<file path="src/rtl/word_serializer_pkg.sv">
// Shared types and constants for the MSB-first word serializer.
package word_serializer_pkg;

    typedef enum logic {
        IDLE  = 1'b0,
        SHIFT = 1'b1
    } state_e;

    localparam int DEFAULT_WIDTH = 8;

    // Width of a counter indexing bits WIDTH-1..0; never narrower than one bit.
    function automatic int cnt_width(input int width);
        return (width <= 2) ? 1 : $clog2(width);
    endfunction

endpackage

</file>
<file path="src/rtl/word_serializer.sv">
// Parallel-to-serial front end: accepts a word on a valid/ready handshake and
// emits it MSB-first, flagging the first and last bit of each word.
module word_serializer
    import word_serializer_pkg::*;
#(
    parameter int WIDTH = DEFAULT_WIDTH,
    parameter int CNT_W = cnt_width(WIDTH)
) (
    input  logic             clk,
    input  logic             reset,
    input  logic [WIDTH-1:0] in_word,
    input  logic             in_valid,
    output logic             in_ready,
    output logic             Bit,
    output logic             bit_valid,
    input  logic             bit_ready,
    output logic             first_bit,
    output logic             last_bit,
    output logic             busy,
    output state_e           dbg_state
);

    localparam logic [CNT_W-1:0] CNT_LAST = CNT_W'(WIDTH - 1);

    state_e           state_q, state_d;
    logic [WIDTH-1:0] sreg_q, sreg_d;
    logic [CNT_W-1:0] cnt_q, cnt_d;
    logic             load;
    logic             shifting;

    // Handshakes: a word moves when in_valid && in_ready at a rising edge, and a
    // bit moves when bit_valid && bit_ready; a sender holds its data until taken.
    assign shifting = (state_q == SHIFT);

    // in_ready reaches back to bit_ready so the next word loads on the last bit.
    assign in_ready = !reset &&
                      ((state_q == IDLE) ||
                       (shifting && (cnt_q == '0) && bit_ready));

    always_comb begin
        state_d = state_q;
        sreg_d  = sreg_q;
        cnt_d   = cnt_q;
        load    = 1'b0;
        case (state_q)
            IDLE: begin
                if (in_valid) begin
                    load = 1'b1;
                end
            end
            SHIFT: begin
                if (bit_ready) begin
                    if (cnt_q != '0) begin
                        sreg_d = {sreg_q[WIDTH-2:0], 1'b0};
                        cnt_d  = cnt_q - CNT_W'(1);
                    end else if (in_valid) begin
                        load = 1'b1;
                    end else begin
                        state_d = IDLE;
                        sreg_d  = '0;
                    end
                end
            end
            default: state_d = IDLE;
        endcase
        if (load) begin
            sreg_d  = in_word;
            cnt_d   = CNT_LAST;
            state_d = SHIFT;
        end
    end

    always_ff @(posedge clk or posedge reset) begin
        if (reset) begin
            state_q <= IDLE;
            sreg_q  <= '0;
            cnt_q   <= '0;
        end else begin
            state_q <= state_d;
            sreg_q  <= sreg_d;
            cnt_q   <= cnt_d;
        end
    end

    // Serial outputs decode registered state only.
    assign Bit       = shifting && sreg_q[WIDTH-1];
    assign bit_valid = shifting;
    assign busy      = shifting;
    assign first_bit = shifting && (cnt_q == CNT_LAST);
    assign last_bit  = shifting && (cnt_q == '0);
    assign dbg_state = state_q;

endmodule

</file>
<file path="config.mk">
export PLATFORM = sky130hd
export DESIGN_NAME = word_serializer
export DESIGN_NICKNAME = d
export VERILOG_FILES = /design/src/rtl/word_serializer_pkg.sv /design/src/rtl/word_serializer.sv
export SDC_FILE = /design/constraint.sdc
export NUM_CORES = 1
export LEC_CHECK = 0
export ABC_AREA = 1
export BUFFER_PORTS_ARGS = -buffer_cell sky130_fd_sc_hd__buf_2
export CAP_MARGIN = 0
export CORE_MARGIN = 4
export CORE_UTILIZATION = 50
export CTS_CLUSTER_DIAMETER = 40
export DETAILED_ROUTE_END_ITERATION = 12
export GPL_TIMING_DRIVEN = 0
export PLACE_DENSITY = 0.76
export SYNTH_ARGS = -nofsm -noshare
export SYNTH_HDL_FRONTEND = slang
export SYNTH_SLANG_ARGS = --single-unit
</file>
<file path="constraint.sdc">
create_clock -name clk -period 2 [get_ports clk]
set_clock_uncertainty 0.15 [all_clocks]
set_input_delay 0.5 -clock clk [delete_from_list [all_inputs] [get_ports clk]]
set_output_delay 0.5 -clock clk [all_outputs]
set_load 0.01 [all_outputs]
</file>
* Yosys cells after proc, flatten, opt, wreduce, memory -nomap -nowiden *
Index checks and enable logic that the tools add are counted.

cells by class
  divide/modulo/power cells = 0
  shift operators = 0
  muxes and demuxes = 17
  bitwise operators = 1
  reductions and logical operators = 14
  add/subtract/negate cells = 1
  $mul = 0
  equality and inequality tests = 2
  magnitude comparators = 0

operators with widths
  cell                                                                number
  8-bit two-way mux                                                   5
  3-bit two-way mux                                                   4
  1-bit two-way mux                                                   7
  3-bit AND reduction                                                 2
  2-bit nonzero test                                                  3
  1-bit logical AND                                                   5
  3-bit == test, second input constant                                1
  3-bit zero test                                                     1
  3-bit by 1-bit != test with 1-bit output, second input constant     1
  3-bit nonzero test                                                  1
  3-bit by 1-bit subtractor with 3-bit output, second input constant  1
  1-bit one-hot mux with 2 select lines                               1
  1-bit zero test                                                     1
  1-bit logical OR                                                    1
  1-bit inverter                                                      1

word-level totals
  bits in read-only memories = 0
  bits of input ports = 12
  bits in latches = 0
  RAM bits = 0
  memories kept = 0
  logic and storage cells = 38
  output and inout port bits = 7
  flip-flop bits (word level) = 12

* Logic depth before layout (Yosys ltp) *
Gate-level depths: netlist of the first run.

  word-level depth = 6
  gate-level depth with buffers = 8
  mapped depth without buffers = 8

* Worst setup path after synthesis of the first run *
No wires, ideal clock.

  path type = register to output
  start point = reg cnt_q[0]
  end point = out last_bit
  data required time = 1.350 ns
  path buffers = 0
  stages on the path, launching flop included = 5
  path slack = 0.369 ns
  data arrival time = 0.981 ns
  path through = dfrtp_1 -> inv_1 -> ha_1 -> nand2_1 -> nor2_1

between the ends
  word-level cells in the longest chain between the ends = 2

RTL lines
  what                    RTL line               RTL
  start, declared         word_serializer.sv:27  logic [CNT_W-1:0] cnt_q, cnt_d;
  start signal, assigned  word_serializer.sv:81  cnt_q <= cnt_d;
  3-bit zero test         word_serializer.sv:90  assign last_bit = shifting && (cnt_q == '0);
  1-bit logical AND       word_serializer.sv:90
  end, declared           word_serializer.sv:18  output logic last_bit,

Every way passes these cells.

* Final worst setup path of the first run *
  start point = reg cnt_q[0]
  end point = out in_ready

between the ends
  word-level cells in the longest chain between the ends = 5

RTL lines
  what                             RTL line               RTL
  3-bit zero test                  word_serializer.sv:38  (shifting && (cnt_q == '0) && bit_ready));
  1-bit logical AND (2 in series)  word_serializer.sv:38
  1-bit logical OR                 word_serializer.sv:37  ((state_q == IDLE) ||
  1-bit logical AND                word_serializer.sv:36  assign in_ready = !reset &&
  end, declared                    word_serializer.sv:13  output logic in_ready,

Every way passes these cells.

==> results of run 1 <==
flip-flops by register name, indices dropped and copies added, names as in the netlist:
| signal | flops |
|---|---|
| sreg_q | 8 |
| bit_valid | 1 |
| cnt_q | 3 |
through the flow:
step                hold slack [ns]  util (%)
CTS                          0.1035     65.57
floorplan                    0.2147         -
global route                 0.1085     67.07
detailed placement           0.3156     62.48
global placement             0.3147     62.48
finish                      0.09149     67.07
routing by layer:
layer | share of wire [%] | global-route usage, % | up-vias | routed length [um]
met5 | 0 | 0 | - | 0
met4 | 1.8 | 9.659 | 0 | 29
met3 | 7.8 | 5.859 | 4 | 125
met2 | 45 | 28.57 | 30 | 720
met1 | 45 | 19.37 | 309 | 722
li1 | - | - | 356 | -
worst register-to-register path, cell delays in order, from the launching register on:
cell and delay [ns]:
dfrtp_1 0.40, inv_2 0.10, ha_4 0.15, nand3_2 0.09, nand2_2 0.20, nand2_4 0.14, nand2_1 0.09, nand3_1 0.08
nand2_1 0.08
worst paths after layout:
kind	depth (start not counted)	end	start	slack [ns]
max	5	in_ready	cnt_q[0]	0.08
min	2	sreg_q[7]	reset	0.09
max reg2reg	8	sreg_q[7]	cnt_q[0]	0.47
min reg2reg	2	sreg_q[2]	sreg_q[2]	0.33
max in group asynchronous	2	sreg_q[2]	reset	1.28
min in group clk	3	sreg_q[0]	in_word[0]	0.31
power by group:
part           internal [W]  leakage [nW]  switching [W]
sequential         0.000344         0.151      0.0000743
combinational      0.000236         0.385       0.000362
clock              0.000111        0.0210      0.0000763
timing repair:
action,CTS,global route
pin swaps,0,1
hold buffers,0,0
endpoints found under the setup margin,1,2
resized for setup,3,4
cell families (layout without fill, tap and decap cells):
group                    after synthesis  in the layout  synth area share, %
XOR/XNOR                               1              1                1.209
AND/OR/NAND/NOR                       64             64                37.82
adder cells (fa/ha/maj)                3              3                5.182
AO/OA/AOI/OAI                          4              4                3.281
flip-flops                            12             12                41.45
buffers and inverters                 19             41                11.05
synth_stat cells:
cell type | number | share of area [%]
nand3_1 | 17 | 12
a21oi_1 | 1 | 0.69
xnor2_1 | 1 | 1.2
inv_2 | 3 | 1.6
o21ai_2 | 1 | 1.2
nand2_1 | 42 | 22
buf_2 | 1 | 0.69
nand2_4 | 1 | 1.6
inv_1 | 13 | 6.7
ha_1 | 3 | 5.2
buf_4 | 2 | 2.1
nor2_1 | 2 | 1.0
nand2_2 | 2 | 1.7
dfrtp_1 | 12 | 41
o21ai_1 | 2 | 1.4
cells in the final DEF (no fill, tap or decap):
cell and n:
inv_2 5, buf_4 2, clkbuf_8 1, nor2_1 2, nand3_1 16, buf_2 19, inv_1 11, ha_1 2
nand2_2 2, nand3_2 1, nand2_4 2, ha_4 1, o21ai_2 1, nand2_1 41, dfrtp_1 12, o21ai_1 2
a21oi_1 1, clkbuf_4 3, xnor2_1 1
area by class of cell:
cell class                 count  area, um^2
sequential                    12       300.3
multi-input combinational     72       369.1
timing repair buffer          18       90.09
buffer                         3       20.02
tap                           15       18.77
clock buffer                   4       36.28
fill                         115       439.2
inverter                      16       60.06
==> summary.txt, run 1 <==
Routing
  • Drt wl/cell: 11.41 um
  • Drt first pass iters: 4
  • ANT nets after route: 0
  • Final WL: 1597 um
  • Via density per instance: 4.993
  • DR iter-0 viols: 14
  • Post-detailed-route DRC marker count: 0
  • Vias: 699

Clocking
  • Worst-Skew Late Latency: 0.27 ns
  • H-tree levels: 1
  • TritonCTS Buffers: 3
  • CTS root buf: clkbuf_4
  • Clock Path Buffers: 2
  • Clock slew at reported path FFs: 0.07 ns
  • TritonCTS clock tree: yes
  • CTS sink cnt: 12
  • Postcts setup bufs: 0

Setup path
  • CP delay by family, top: flip-flops
  • Critical path class: flip-flop to output port
  • Critical path's slowest cell: dfrtp_1
  • Worst path cell trace: inv_2 -> ha_4 -> nand3_2 -> a21oi_1 -> buf_2
  • Peak fanout along the critical path: 3
  • Worst Setup Start Kind: flip-flop
  • Critical path arrival: 1.27 ns
  • Buf/Inv on CP: 2
  • CP max stage delay: 0.40 ns
  • Worst EP required: 1.35 ns
  • Setup crit end kind: output port

Timing
  • Final Hold Vio Count: 0
  • Fmax achieved: 520.8 MHz
  • Slew Viols, Final: 0
  • Final worst slack: 0.08003 ns
  • Unrepaired setup endpoints after global routing: no
  • Crit share post-route: 96.00%
  • Tmin final: 1.920 ns
  • Setup_tns: 0 ns
  • Final Setup Violations: 0
  • Worst slew margin: 68.52%
  • Worst slew pin tran: 0.4717 ns

Power
  • Power density cells: 1345 nW/um^2
  • Total Power: 0.001203 W
  • Max rail drop VDD: 0.7636 mV
  • Leakage power: 0.5573 nW

Job
  • Max Cap Viol: 0

Layout
  • Final instance area: 894.6 um^2
  • Post-route non-filler standard cell count: 140
  • NumNets Final: 141
  • Ant. Diodes: 0
  • Layout Area Growth over Synthesis: 23.49%
  • Share of cells above drive strength 1: 29.60%

Logic synthesis
  • Synth unique cells: 15
  • Cells after Synth: 103
  • Yosys warning count: 0
  • Synthesized flop and latch total: 12
  • Post-synthesis net count: 118
  • Synth Cell Area: 724.4 um^2
  • Seq/Total Area, Yosys: 41.45%
  • Syn_area_per_cell: 7.033 um^2

Worst hold path
  • Worst min-delay path category: input pin to async pin

Placed design
  • Dpl cell area: 833.3 um^2
  • GP Congestion: 0.7712
  • IO buf count: 18
  • Final HPWL DP: 1138 um
  • Setup Slack @ Placement: 0.1947 ns
  • Inst Count DP: 136

Outcome
  • Status: finished clean

GRT
  • First-pass GRT wire length: 2594 um
  • Largest net degree at the start of global routing: 13
  • Number of global-route vias before repair: 677
  • Total GRT Usage: 17.36%
  • Grt ovf: 0
  • Initial antenna violation count: 0

Floorplanning
  • Die area: 2122 um^2
  • Initial core utilization: 54.32%
  • # rows: 13
  • Die width: 46.07 um
  • Die H: 46.07 um
  • I/O pins: 19
  • Core area: 1334 um^2
Note: power is estimated with default switching activity, not from simulation.
==> run 2: changes to the inputs <==
Settings changed: SETUP_SLACK_MARGIN set to 0.5.
==> run 2 against run 1 <==
Compared with the run above:
- sequential share of layout area shrank 7.2 points
- power is 34% higher
- global-route usage grew 1.1 points
- cell area is 28% higher
- combinational power up 66%
- clock power grew 6%
- utilization rose by 19 points
- cell count grew 10%
- critical path depth is the same
- sequential power grew 1%
- non-clock buffer count up 12
- register-to-register slack got worse by 0.12 ns
- critical endpoint unchanged
==> summary.txt, run 2 (same netlist as run 1, synthesis figures left out) <==
Placed design
  • Final HPWL DP: 1094 um (-3.9%)
  • Setup Slack @ Placement: 0.3600 ns (+0.1653 ns)
  • Inst Count DP: 136 (unchanged)
  • Dpl cell area: 859.6 um^2 (+3.2%)
  • GP Congestion: 0.7557 (-2.0%)
  • IO buf count: 18 (unchanged)

Clocking
  • CTS root buf: clkbuf_4
  • Worst-Skew Late Latency: 0.27 ns (about the same)
  • TritonCTS Buffers: 3 (unchanged)
  • Clock slew at reported path FFs: 0.08 ns (about the same)
  • Hold buffer count at CTS: 0 (unchanged)
  • CTS sink cnt: 12 (unchanged)
  • H-tree levels: 1 (unchanged)
  • Clock Path Buffers: 2 (unchanged)
  • TritonCTS clock tree: yes

Setup path
  • Critical path class: flip-flop to output port
  • Worst EP required: 1.35 ns (about the same)
  • RR Startpoint: cnt_q[0]
  • Reg2reg path depth: 10 (+2)
  • Reg2reg setup slack: 0.35 ns (-0.12 ns)
  • Peak fanout along the critical path: 2 (-1)
  • Worst r2r dst: sreg_q[2]
  • Worst Setup Start Kind: flip-flop
  • Critical path arrival: 1.29 ns (+0.02 ns)
  • Setup crit end kind: output port

Layout
  • Layout Area Growth over Synthesis: 58.03%
  • Final instance area: 1145 um^2 (+28%)
  • Post-route non-filler standard cell count: 154 (+10%)
  • Fillers: 68 (-41%)
  • Ant. Diodes: 0 (unchanged)
  • Share of cells above drive strength 1: 48.92% (+19 points)
  • NumNets Final: 155 (+9.9%)
  • Biggest register: sreg_q
  • Most frequent cells in the layout: 31 x nand2_1, 16 x buf_2, 12 x nand3_1
  • Commonest non-fill, non-tap cell in the layout: nand2_1
  • Max reg flops: 8 (unchanged)

Timing
  • Fmax achieved: 514.9 MHz (-1.1%)
  • Worst slew margin: 67.44% (-1.1 points)
  • Final worst slack: 0.05782 ns (-0.02221 ns)
  • Setup_tns: 0 ns (unchanged)
  • Final Setup Violations: 0 (unchanged)
  • Worst Hold Slack: 0.1057 ns (+0.01417 ns)
  • Unrepaired setup endpoints after global routing: yes
  • Worst slew pin tran: 0.4879 ns (+0.01622 ns)
  • Slew Viols, Final: 0 (unchanged)
  • Final Hold Vio Count: 0 (unchanged)
  • Tmin final: 1.942 ns (+0.02221 ns)
  • Crit share post-route: 97.11% (+1.1 points)

Floorplanning
  • Initial core utilization: 54.32% (unchanged)
  • Die area: 2122 um^2 (unchanged)
  • # rows: 13 (unchanged)
  • Die H: 46.07 um (unchanged)
  • Die width: 46.07 um (unchanged)
  • Core area: 1334 um^2 (unchanged)
  • I/O pins: 19 (unchanged)

Power
  • Sw Share: 44.47% (+1.9 points)
  • Leakage power: 0.6451 nW (+16%)
  • Max rail drop VDD: 1.234 mV (+62%)
  • Internal: 0.0008981 W (+30%)
  • Clk network pwr share: 12.3% (-3.2 points)
  • Comb pwr share: 61.5% (+12 points)
  • Seq pwr share: 26.2% (-8.5 points)
  • Switching Power: 0.0007192 W (+40%)
  • Power density cells: 1413 nW/um^2 (+5.0%)

GRT
  • Met2 GRT Util: 31.04% (+2.5 points)
  • Grt ovf: 0 (unchanged)
  • GR peak layer: met2
  • Met1 Usage GRT: 22.33% (+3.0 points)
  • Largest net degree at the start of global routing: 13 (unchanged)
  • First-pass GRT wire length: 2808 um (+8.2%)
  • Met3 Usage GRT: 3.516% (-2.3 points)
  • Number of global-route vias before repair: 709 (+4.7%)
  • Total GRT Usage: 18.42% (+1.1 points)
  • Initial antenna violation count: 0 (unchanged)

Routing
  • Via density per instance: 5.455 (+9.2%)
  • Post-detailed-route DRC marker count: 0 (unchanged)
  • Drt wl/cell: 16.22 um (+42%)
  • Final WL: 2498 um (+56%)
  • Vias: 840 (+20%)
  • DR iter-0 viols: 38 (+24)
  • ANT nets after route: 0 (unchanged)
  • Drt first pass iters: 4 (unchanged)

Job
  • Max Cap Viol: 0 (unchanged)

Worst hold path
  • Worst min-delay path category: input pin to async pin

Outcome
  • Status: finished clean
## run 2: cell count changes in the layout (fill, tap and decap cells not counted), sizes merged
cell and change:
nand2 +2, buf +12
## run 2: per-stage QoR
stage,power (W),utilization [%]
floorplan,0.0008528,-
global placement,0.0009776,64.45
detailed placement,0.0009961,64.45
CTS,0.001295,71.01
global route,0.001712,85.83
finish,0.001617,85.83
## run 2: layer usage
layer	up-vias	routed length [um]
li1	385	-
met1	391	983
met2	54	1257
met3	10	186
met4	0	70
met5	-	0
## run 2: final cells by class
type / instances / area (um^2) / share of cell area [%]
clock buffers: 4 / 36.28 / 3.169
repair buffers: 30 / 214.0 / 18.69
plain buffers: 3 / 27.53 / 2.404
inverters: 16 / 60.06 / 5.246
flip-flops and latches: 12 / 301.5 / 26.34
multi-input cells: 74 / 486.7 / 42.51
well taps: 15 / 18.77 / 1.639
## run 2: repair_timing
action | CTS | global route
pin swaps | 2 | 6
endpoints found under the setup margin | 8 | 17
gates cloned | 0 | 2
resized for setup | 3 | 30
buffers inserted | 5 | 7
## run 2: worst max path at each step
| stage | end | slack (ns) | cells after the start | from |
|---|---|---|---|---|
| floorplan | in_ready | 0.48 | 4 | cnt_q[0] |
| global placement | last_bit | 0.36 | 5 | cnt_q[0] |
| detailed placement | last_bit | 0.36 | 5 | cnt_q[0] |
| CTS | first_bit | 0.12 | 5 | cnt_q[0] |
| global route | last_bit | -0.0007 | 5 | cnt_q[0] |
| finish | in_ready | 0.06 | 5 | cnt_q[0] |
## run 2: worst max-delay path: stages (launching register included)
cell     delay [ns]
dfrtp_1        0.41
inv_2          0.10
ha_4           0.18
nand3_4        0.09
a21oi_2        0.11
buf_2          0.13
## run 2: power by group through the flow
stage | logic (W) | clock network, W | registers [W]
final | 0.000995 | 0.000199 | 0.000424
after global routing | 0.00107 | 0.000213 | 0.000433
after CTS | 0.000682 | 0.000200 | 0.000414
after detailed placement | 0.000575 | 0 | 0.000421
after global placement | 0.000562 | 0 | 0.000416
after floorplan | 0.000445 | 0 | 0.000407
==> run 3: changes to the inputs <==
Clock period 2 ns to 2.1 ns, I/O delays scaled along.
==> run 3 against run 2 <==
Compared with the run above:
- via count down 7.9%
- clock power is 28% lower
- sequential share of layout area rose by 1.7 points
- cell count down 2.6%
- combinational power shrank 10%
- count of clock-buffer cells in the layout shrank 1
- die area unchanged
- global-route usage fell by 1.7 points
- routed wire length is 15% lower
- critical path depth did not move
- register-to-register slack better by 0.15 ns
- largest cell class unchanged
==> summary.txt, run 3 (same netlist as run 1, synthesis figures left out) <==
Floorplanning
  • Die H: 46.07 um (unchanged)
  • Die width: 46.07 um (unchanged)
  • # rows: 13 (unchanged)
  • Core area: 1334 um^2 (unchanged)
  • Initial core utilization: 54.32% (unchanged)
  • I/O pins: 19 (unchanged)
  • Die area: 2122 um^2 (unchanged)

Routing
  • ANT nets after route: 0 (unchanged)
  • Vias: 774 (-7.9%)
  • Final WL: 2135 um (-15%)
  • Drt first pass iters: 4 (unchanged)
  • Via density per instance: 5.160 (-5.4%)
  • Post-detailed-route DRC marker count: 0 (unchanged)
  • DR iter-0 viols: 36 (-5.3%)
  • Drt wl/cell: 14.23 um (-12%)

Setup path
  • Worst r2r dst: cnt_q[1]
  • Setup crit end kind: output port
  • Worst Setup Start Kind: flip-flop
  • RR Startpoint: cnt_q[0]
  • Reg2reg setup slack: 0.50 ns (+0.15 ns)
  • Peak fanout along the critical path: 9 (+7)
  • Critical path class: flip-flop to output port
  • Reg2reg path depth: 10 (unchanged)
  • Worst EP required: 1.42 ns (+0.07 ns)
  • Critical path arrival: 1.25 ns (-0.04 ns)

Power
  • Seq pwr share: 28.1% (+1.9 points)
  • Sw Share: 44.83% (+0.36 points)
  • Power density cells: 1341 nW/um^2 (-5.1%)
  • Switching Power: 0.0006469 W (-10%)
  • Comb pwr share: 62.0% (+0.5 points)
  • Leakage power: 0.6228 nW (-3.5%)
  • Internal: 0.0007963 W (-11%)
  • Clk network pwr share: 9.9% (-2.4 points)
  • Max rail drop VDD: 0.8057 mV (-35%)

Job
  • Max Cap Viol: 0 (unchanged)

Clocking
  • TritonCTS Buffers: 3 (unchanged)
  • Worst-Skew Late Latency: 0.28 ns (about the same)
  • TritonCTS clock tree: yes
  • H-tree levels: 1 (unchanged)
  • CTS sink cnt: 12 (unchanged)
  • Clock slew at reported path FFs: 0.07 ns (about the same)
  • Clock Path Buffers: 2 (unchanged)
  • CTS root buf: clkbuf_4

Layout
  • Multi-input logic area: 457.9 um^2 (-5.9%)
  • NumNets Final: 152 (-1.9%)
  • Layout Area Growth over Synthesis: 48.53%
  • Ant. Diodes: 0 (unchanged)
  • Fillers: 84 (+24%)
  • Commonest non-fill, non-tap cell in the layout: nand2_1
  • Final instance area: 1076 um^2 (-6.0%)
  • Most frequent cells in the layout: 36 x nand2_1, 16 x buf_2, 15 x nand3_1
  • Max reg flops: 8 (unchanged)
  • Biggest register: sreg_q
  • FF+latch area: 301.5 um^2 (unchanged)
  • Share of cells above drive strength 1: 42.22% (-6.7 points)

Placed design
  • Dpl cell area: 839.6 um^2 (-2.3%)
  • GP Congestion: 0.7636 (+1.0%)
  • Setup Slack @ Placement: 0.2859 ns (-0.07407 ns)
  • Final HPWL DP: 1030 um (-5.8%)
  • IO buf count: 18 (unchanged)

Worst hold path
  • Worst min-delay path category: input pin to async pin

Timing
  • Final Setup Violations: 0 (unchanged)
  • Fmax achieved: 520.2 MHz
  • Tmin final: 1.922 ns
  • Worst Hold Slack: 0.1200 ns (+0.01437 ns)
  • Final worst slack: 0.1777 ns (+0.1198 ns)
  • Crit share post-route: 91.54%
  • Setup_tns: 0 ns (unchanged)
  • Final Hold Vio Count: 0 (unchanged)
  • Worst slew margin: 67.73% (+0.29 points)
  • Unrepaired setup endpoints after global routing: yes
  • Worst slew pin tran: 0.4835 ns (-0.004402 ns)
  • Slew Viols, Final: 0 (unchanged)

GRT
  • Initial antenna violation count: 0 (unchanged)
  • Total GRT Usage: 16.71% (-1.7 points)
  • Number of global-route vias before repair: 599 (-16%)
  • Largest net degree at the start of global routing: 13 (unchanged)
  • Grt ovf: 0 (unchanged)
  • First-pass GRT wire length: 2470 um (-12%)

Outcome
  • Status: finished clean
==> run 3: layout make-up <==
type	count	area share (%)
Inverter	16	5.581
Timing Repair Buffer	27	17.44
Tap cell	15	1.744
Buffer	3	2.558
Sequential cell	12	28.02
Multi-Input combinational cell	74	42.56
Clock buffer	3	2.093
==> run 3: worst max-delay path by stage <==
stage,cells after the start,from,to,slack (ns)
finish,5,cnt_q[0],last_bit,0.18
global route,5,cnt_q[0],in_ready,0.11
CTS,5,cnt_q[1],in_ready,0.21
detailed placement,5,cnt_q[0],last_bit,0.29
global placement,5,cnt_q[0],last_bit,0.28
floorplan,4,cnt_q[0],last_bit,0.47
==> run 3: worst max-delay path: stages, from the launching register on <==
cell and delay [ns]:
dfrtp_1 0.39, inv_2 0.09, ha_4 0.16, nand2_4 0.10
nor2_2 0.10, buf_2 0.13
==> run 3: power groups by stage <==
stage,Sequential (W),Clock [W],Combinational (W)
floorplan,0.000385,0,0.000391
global placement,0.000393,0,0.000498
detailed placement,0.000397,0,0.000511
CTS,0.000395,0.000142,0.000643
global route,0.000414,0.000156,0.000963
finish,0.000405,0.000143,0.000895
==> run 3: metrics by stage <==
stage | std cells | total power, W | util, %
global placement | 136 | 0.0008911 | 62.95
CTS | 144 | 0.001180 | 70.17
floorplan | 103 | 0.0007754 | -
detailed placement | 136 | 0.0009084 | 62.95
finish | 150 | 0.001443 | 80.68
global route | 150 | 0.001533 | 80.68
==> run 3: timing repair <==
item / CTS / global route
hold buffers: 0 / 0
setup buffers: 5 / 4
cloned: 0 / 2
endpoints found under the hold margin: 0 / 0
pin swaps: 1 / 5
endpoints found under the setup margin: 7 / 16
resized for setup: 10 / 19
==> run 3: routing by layer <==
layer / part of all wire [%] / up-vias / GRT usage [%]
met3: 7.1 / 6 / 7.813
met4: 1.7 / 0 / 5.682
met2: 54 / 34 / 26.65
met1: 37 / 351 / 19.57
met5: 0 / - / 0
li1: - / 383 / -
